### config.mk
export PLATFORM = sky130hd
export DESIGN_NAME = rr_hot_arbiter_flat
export DESIGN_NICKNAME = d
export VERILOG_FILES = /design/src/rtl/rr_hot_arbiter_if.sv /design/src/rtl/rr_hot_arbiter.sv /design/src/flat_wrapper.sv
export SDC_FILE = /design/constraint.sdc
export NUM_CORES = 1
export LEC_CHECK = 0
export BUFFER_PORTS_ARGS = -buffer_cell sky130_fd_sc_hd__buf_2
export CAP_MARGIN = 15
export CORE_ASPECT_RATIO = 2
export CORE_UTILIZATION = 35
export DETAILED_ROUTE_END_ITERATION = 8
export GPL_TIMING_DRIVEN = 0
export PLACE_DENSITY = 0.51
export SLEW_MARGIN = 5
export SYNTH_ARGS = -nofsm -noshare
export SYNTH_HDL_FRONTEND = slang
export SYNTH_SLANG_ARGS = --single-unit
### constraint.sdc
create_clock -name clk -period 4.57 [get_ports clk]
set_clock_uncertainty 0.1 [all_clocks]
set_input_delay 0 -clock clk [delete_from_list [all_inputs] [get_ports clk]]
set_output_delay 0 -clock clk [all_outputs]
set_load 0.05 [all_outputs]
### src/rtl/rr_hot_arbiter_if.sv
// Request/grant bundle between the requesters and the round-robin arbiter.
// The arbiter is the slave; the requester side is the master.
interface rr_hot_arbiter_if #(
    parameter int N_REQ = 7
);
    logic [N_REQ-1:0] req;
    logic             done;
    logic [N_REQ-1:0] grant;
    logic [2:0]       grant_idx;
    logic [2:0]       grant_code;
    logic             busy;
    logic             timeout;

    modport master (
        output req,
        output done,
        input  grant,
        input  grant_idx,
        input  grant_code,
        input  busy,
        input  timeout
    );

    modport slave (
        input  req,
        input  done,
        output grant,
        output grant_idx,
        output grant_code,
        output busy,
        output timeout
    );
endinterface

### src/rtl/rr_hot_arbiter.sv
// Round-robin arbiter with registered one-hot grant, 1-based grant index,
// optional Gray-coded index, and a bounded grant tenure.
//
// state | meaning
// IDLE  | no grant; next edge picks a winner from ptr upward if any req is set
// GRANT | grant held for winner; released on req drop, done, or MAX_HOLD
module rr_hot_arbiter #(
    parameter int N_REQ    = 7,
    parameter int MAX_HOLD = 4,
    parameter bit USE_GRAY = 1'b0
) (
    input  logic          clk,
    input  logic          rst_n,
    rr_hot_arbiter_if.slave bus
);
    localparam int TW = $clog2(MAX_HOLD + 1);

    typedef enum logic {IDLE, GRANT} state_t;

    state_t        state;
    logic [2:0]    ptr;
    logic [2:0]    winner;
    logic [TW-1:0] tenure;

    logic          found;
    logic [2:0]    pick;
    logic          release_now;

    function automatic logic [2:0] encode(input logic [2:0] idx);
        return USE_GRAY ? (idx ^ (idx >> 1)) : idx;
    endfunction

    // Rotating search: first set request at or above ptr, wrapping to 0.
    always_comb begin
        found = 1'b0;
        pick  = 3'd0;
        for (int i = 0; i < N_REQ; i++) begin
            int j;
            j = int'(ptr) + i;
            if (j >= N_REQ) j = j - N_REQ;
            if (!found && bus.req[j]) begin
                found = 1'b1;
                pick  = 3'(j);
            end
        end
    end

    assign release_now = !bus.req[winner] || bus.done || (tenure == TW'(MAX_HOLD));

    always_ff @(posedge clk or negedge rst_n) begin
        if (!rst_n) begin
            state          <= IDLE;
            ptr            <= 3'd0;
            winner         <= 3'd0;
            tenure         <= '0;
            bus.grant      <= '0;
            bus.grant_idx  <= 3'd0;
            bus.grant_code <= 3'd0;
            bus.busy       <= 1'b0;
            bus.timeout    <= 1'b0;
        end else begin
            bus.timeout <= 1'b0;
            case (state)
                IDLE: begin
                    if (found) begin
                        state          <= GRANT;
                        winner         <= pick;
                        tenure         <= TW'(1);
                        bus.grant      <= {{(N_REQ-1){1'b0}}, 1'b1} << pick;
                        bus.grant_idx  <= pick + 3'd1;
                        bus.grant_code <= encode(pick + 3'd1);
                        bus.busy       <= 1'b1;
                    end
                end
                GRANT: begin
                    if (release_now) begin
                        state          <= IDLE;
                        bus.grant      <= '0;
                        bus.grant_idx  <= 3'd0;
                        bus.grant_code <= 3'd0;
                        bus.busy       <= 1'b0;
                        ptr            <= (winner == 3'(N_REQ - 1)) ? 3'd0 : winner + 3'd1;
                        // Only a pure tenure expiry counts as a timeout.
                        bus.timeout    <= bus.req[winner] && !bus.done;
                    end else begin
                        tenure <= tenure + TW'(1);
                    end
                end
                default: state <= IDLE;
            endcase
        end
    end
endmodule

### src/flat_wrapper.sv
// flat-port wrapper written by rule: the top's interface ports become plain ports
module rr_hot_arbiter_flat 
#(
    parameter int N_REQ    = 7,
    parameter int MAX_HOLD = 4,
    parameter bit USE_GRAY = 1'b0
)
  (clk, rst_n, bus_req, bus_done, bus_grant, bus_grant_idx, bus_grant_code, bus_busy, bus_timeout);
  rr_hot_arbiter_if #(.N_REQ(N_REQ)) bus_i ();
  input  logic clk;
  input  logic rst_n;
  input wire logic [$bits(bus_i.req)-1:0] bus_req;
  input wire logic [$bits(bus_i.done)-1:0] bus_done;
  output wire logic [$bits(bus_i.grant)-1:0] bus_grant;
  output wire logic [$bits(bus_i.grant_idx)-1:0] bus_grant_idx;
  output wire logic [$bits(bus_i.grant_code)-1:0] bus_grant_code;
  output wire logic [$bits(bus_i.busy)-1:0] bus_busy;
  output wire logic [$bits(bus_i.timeout)-1:0] bus_timeout;
  assign bus_i.req = bus_req;
  assign bus_i.done = bus_done;
  assign bus_grant = bus_i.grant;
  assign bus_grant_idx = bus_i.grant_idx;
  assign bus_grant_code = bus_i.grant_code;
  assign bus_busy = bus_i.busy;
  assign bus_timeout = bus_i.timeout;
  rr_hot_arbiter #(.N_REQ(N_REQ), .MAX_HOLD(MAX_HOLD), .USE_GRAY(USE_GRAY)) u_core (.clk(clk), .rst_n(rst_n), .bus(bus_i));
endmodule
==> impl_metrics.env <==
export IMPL_start_util=0.364
export IMPL_drt_iter0_markers=120
export IMPL_crit_top_cell="ha_1"
export IMPL_dieWidth_um=65.1
export IMPL_crit_chain="buf_4, inv_2, buf_2, ha_1, buf_2, mux2i_1, a31oi_1, nand4_1, and2_1, clkbuf_1, nor3b_4, a311o_1, a221o_1, a31oi_1, ha_1, ha_1, mux2i_1"
export IMPL_drtPass1Iterations=5
export IMPL_arrival_ns=4.46
export IMPL_htree_levels=1
export IMPL_endpoint_kind="register"
export IMPL_avgRoutedWirePerCell_um=19.8
export IMPL_cp_data_required_time_ns=4.65
export IMPL_multi_input_area_mm2=0.00207
export IMPL_timing_rr_start="u_core.ptr[0]$_DFFE_PN0P_"
export IMPL_crit_start="u_core.ptr[0]$_DFFE_PN0P_"
export IMPL_synth_avg_cell_area_um2=8.08
export IMPL_grt_pass1_wl_um=14400
export IMPL_critPathSlowestCell="dfrtp_1"
export IMPL_antenna_found_initial=0
export IMPL_grt_pass1_vias=2821
export IMPL_crit_path_max_fanout=11
export IMPL_ff_latch_area_um2=553
export IMPL_dp_hpwl_um=7340
export IMPL_rr_endpoint="u_core.bus.grant_idx[2]$_DFFE_PN0P_"
export IMPL_routabilityCongestion=0.926
export IMPL_cts_buffers_inserted=3
export IMPL_final_hold_viol_count=0
export IMPL_setup_violations_final=0
export IMPL_grt_max_degree=23
export IMPL_syn_inst=345
export IMPL_fillers=811
export IMPL_synth_cell_area_mm2=0.00279
export IMPL_async_flop_share=1.00
export IMPL_hold_class="in -> async"
export IMPL_cts_tree="yes"
export IMPL_root_buffer="clkbuf_16"
export IMPL_wl_met1_um=3220
export IMPL_reg2reg_depth=17
export IMPL_grt_util_all_layers=0.232
export IMPL_crit_path_max_incr_delay_ns=0.41
export IMPL_final_nets=410
export IMPL_worst_pin_slew_ns=0.710
export IMPL_synth_ff_type="dfrtp_1"
export IMPL_drc=0
export IMPL_io_pins=25
export IMPL_syn_to_final_growth_pct=15.7
export IMPL_pre_cts_ws_ns=-0.165
export IMPL_fin_crit_ns=4.38
export IMPL_num_rows=45
export IMPL_synth_cell_types=69
export IMPL_outcome="finished, final reports clean"
export IMPL_core_region_area_mm2=0.00766
export IMPL_rrSetupSlack_ns=0.19
export IMPL_synth_seq_cells=22
export IMPL_drv_cap=0
export IMPL_die_area_mm2=0.00835
export IMPL_cts_clk_slew_worst_paths_ns=0.06
export IMPL_vias=2867
export IMPL_cp_start_kind="register"
export IMPL_clock_latency_ns=0.26
export IMPL_synth_edff_count=0
export IMPL_fmax_ghz=0.228
export IMPL_rsz0062_at_grt="false"
export IMPL_clockBufferDepth=2
export IMPL_post_route_period_util=0.958
export IMPL_setup_worst_path_end="u_core.bus.grant_idx[2]$_DFFE_PN0P_"
export IMPL_finalWirelength_um=9350
export IMPL_avgViaCountPerCell=6.07
export IMPL_ys_warn_count=0
export IMPL_port_buffers=23
export IMPL_ant_nets=0
export IMPL_clkSinkCount=22
export IMPL_overflow=0
export IMPL_relSlewSlack=0.527
export IMPL_top_layer_used="met4"
export IMPL_crit_type="reg -> reg"
export IMPL_drv_slew=0
export IMPL_diodes=0
export IMPL_wl_met2_um=5270
export IMPL_met3WireLength_um=299
export IMPL_syn_nets=376
export IMPL_chipHeight_um=128
export IMPL_setup_ws_ns=0.190
export IMPL_drive_above_1_share=0.225
export IMPL_ys_seq_area_frac=0.197
## through the flow
step	std cells	hold WS [ns]	area, um^2	setup TNS [ns]	utilization
after global routing	472	0.210	3230	0	0.421
final	472	0.136	3230	0	0.421
after floorplan	345	-0.396	2790	0	-
after global placement	462	-0.101	3020	-0.210	0.395
after detailed placement	462	-0.102	3020	-0.382	0.395
after CTS	468	0.150	3140	0	0.410
## worst min path at each step
stage / startpoint / to / slack [ns] / cells after the start
after global placement: rst_n / u_core.bus.busy$_DFFE_PN0P_ / -0.10 / 1
after floorplan: rst_n / u_core.bus.busy$_DFFE_PN0P_ / -0.40 / 0
after global routing: rst_n / u_core.bus.grant_idx[2]$_DFFE_PN0P_ / 0.21 / 2
final: rst_n / u_core.bus.busy$_DFFE_PN0P_ / 0.14 / 2
after detailed placement: rst_n / u_core.bus.grant_idx[2]$_DFFE_PN0P_ / -0.10 / 1
after CTS: rst_n / u_core.bus.grant_idx[2]$_DFFE_PN0P_ / 0.15 / 2
## area by class of cell
| class | count | share of cell area |
|---|---|---|
| Timing Repair Buffer | 29 | 0.0512 |
| Inverter | 19 | 0.0233 |
| Multi-Input combinational cell | 274 | 0.643 |
| Clock buffer | 4 | 0.0275 |
| Buffer | 30 | 0.0473 |
| Sequential cell | 22 | 0.171 |
| Tap cell | 94 | 0.0365 |
## cell families (layout without fill, tap and decap cells)
logic type	count (synthesis)	in the layout	synth area share
and+or+nand+nor	120	120	0.242
adders and majority gates	21	21	0.0969
DFF	22	22	0.197
AOI/OAI and AO/OA	99	99	0.252
muxes	26	26	0.106
buffers and inverters	49	82	0.0799
xor gates and xnor gates	8	8	0.0251
## registers in the layout, indices dropped and copies added, names as in the netlist
| name | count |
|---|---|
| u_core.bus.grant | 7 |
| u_core.bus.grant_idx | 3 |
| u_core.ptr | 3 |
| u_core.tenure | 3 |
| u_core.winner | 3 |
| u_core.bus.busy | 1 |
| u_core.bus.timeout | 1 |
| u_core.state | 1 |
## timing repair
action,4_1_cts,5_1_grt
hold buffers,2,0
buffers inserted,0,4
endpoints found under the hold margin,23,0
gates resized for setup,3,11
setup endpoints to repair,9,9
pin swaps,0,1
## layout by cell type, fill, tap and decap left out, types with 3 or more instances in the layout
cell,count
o21ai_0,18
a22oi_1,3
buf_2,33
nor2b_1,10
clkbuf_1,13
or2_2,3
xor2_1,3
a21o_1,4
nand4_1,4
a32o_1,6
o22ai_1,8
ha_1,20
o211ai_1,4
nand3b_1,4
nand2b_1,3
and3_1,3
a31oi_1,8
nor2_1,16
mux2_2,5
a211oi_1,4
nand2_1,30
dfrtp_1,20
clkbuf_16,3
nor4_1,5
inv_1,16
a21oi_1,14
o211a_1,3
a31o_2,5
nor3_1,5
and2_1,4
o221ai_1,3
xnor2_1,3
buf_4,9
nand3_1,9
mux2i_1,18
## per-layer routing
metal | vias to the layer above | GRT usage
li1 | 1353 | -
met1 | 1376 | 0.213
met2 | 103 | 0.472
met3 | 35 | 0.0125
met4 | 0 | 0.138
met5 | - | 0
## synth_stat cells (3+ instances only)
library cell,instances,area (um^2)
nor3_1,6,30.0
mux2_2,5,56.3
nor4_1,7,43.8
ha_1,20,250
a22oi_1,3,22.5
mux2i_1,18,180
a21oi_1,14,70.1
a32o_1,6,60.1
o211ai_1,4,30.0
xnor2_1,5,43.8
nand2_1,30,113
a31o_2,5,43.8
buf_4,5,37.5
dfrtp_1,22,551
nand4_1,4,25.0
nand3b_1,4,30.0
inv_1,17,63.8
o21ai_0,18,90.1
a211oi_1,4,30.0
and2_1,4,25.0
nor2_1,16,60.1
clkbuf_1,14,52.6
nand2b_1,3,18.8
o221ai_1,3,26.3
xor2_1,3,26.3
nand3_1,9,45.0
nor3b_1,4,30.0
and3_1,3,18.8
nor2b_1,11,68.8
a21o_1,4,30.0
o22ai_1,8,50.1
o211a_1,3,30.0
buf_2,10,50.1
a31oi_1,9,56.3
or2_2,3,18.8
## critical path: cells and delay by family (launching register included)
family / cells / cell delay, ns
buffers and inverters: 5 / 0.96
AOI/OAI and AO/OA: 4 / 1.22
adders and majority gates: 3 / 0.71
muxes: 2 / 0.30
and+or+nand+nor: 3 / 0.60
DFF: 1 / 0.41
Power is left out: the tool's default activity adds up to more than one toggle a clock period on the data nets, which glitch-free logic cannot reach.
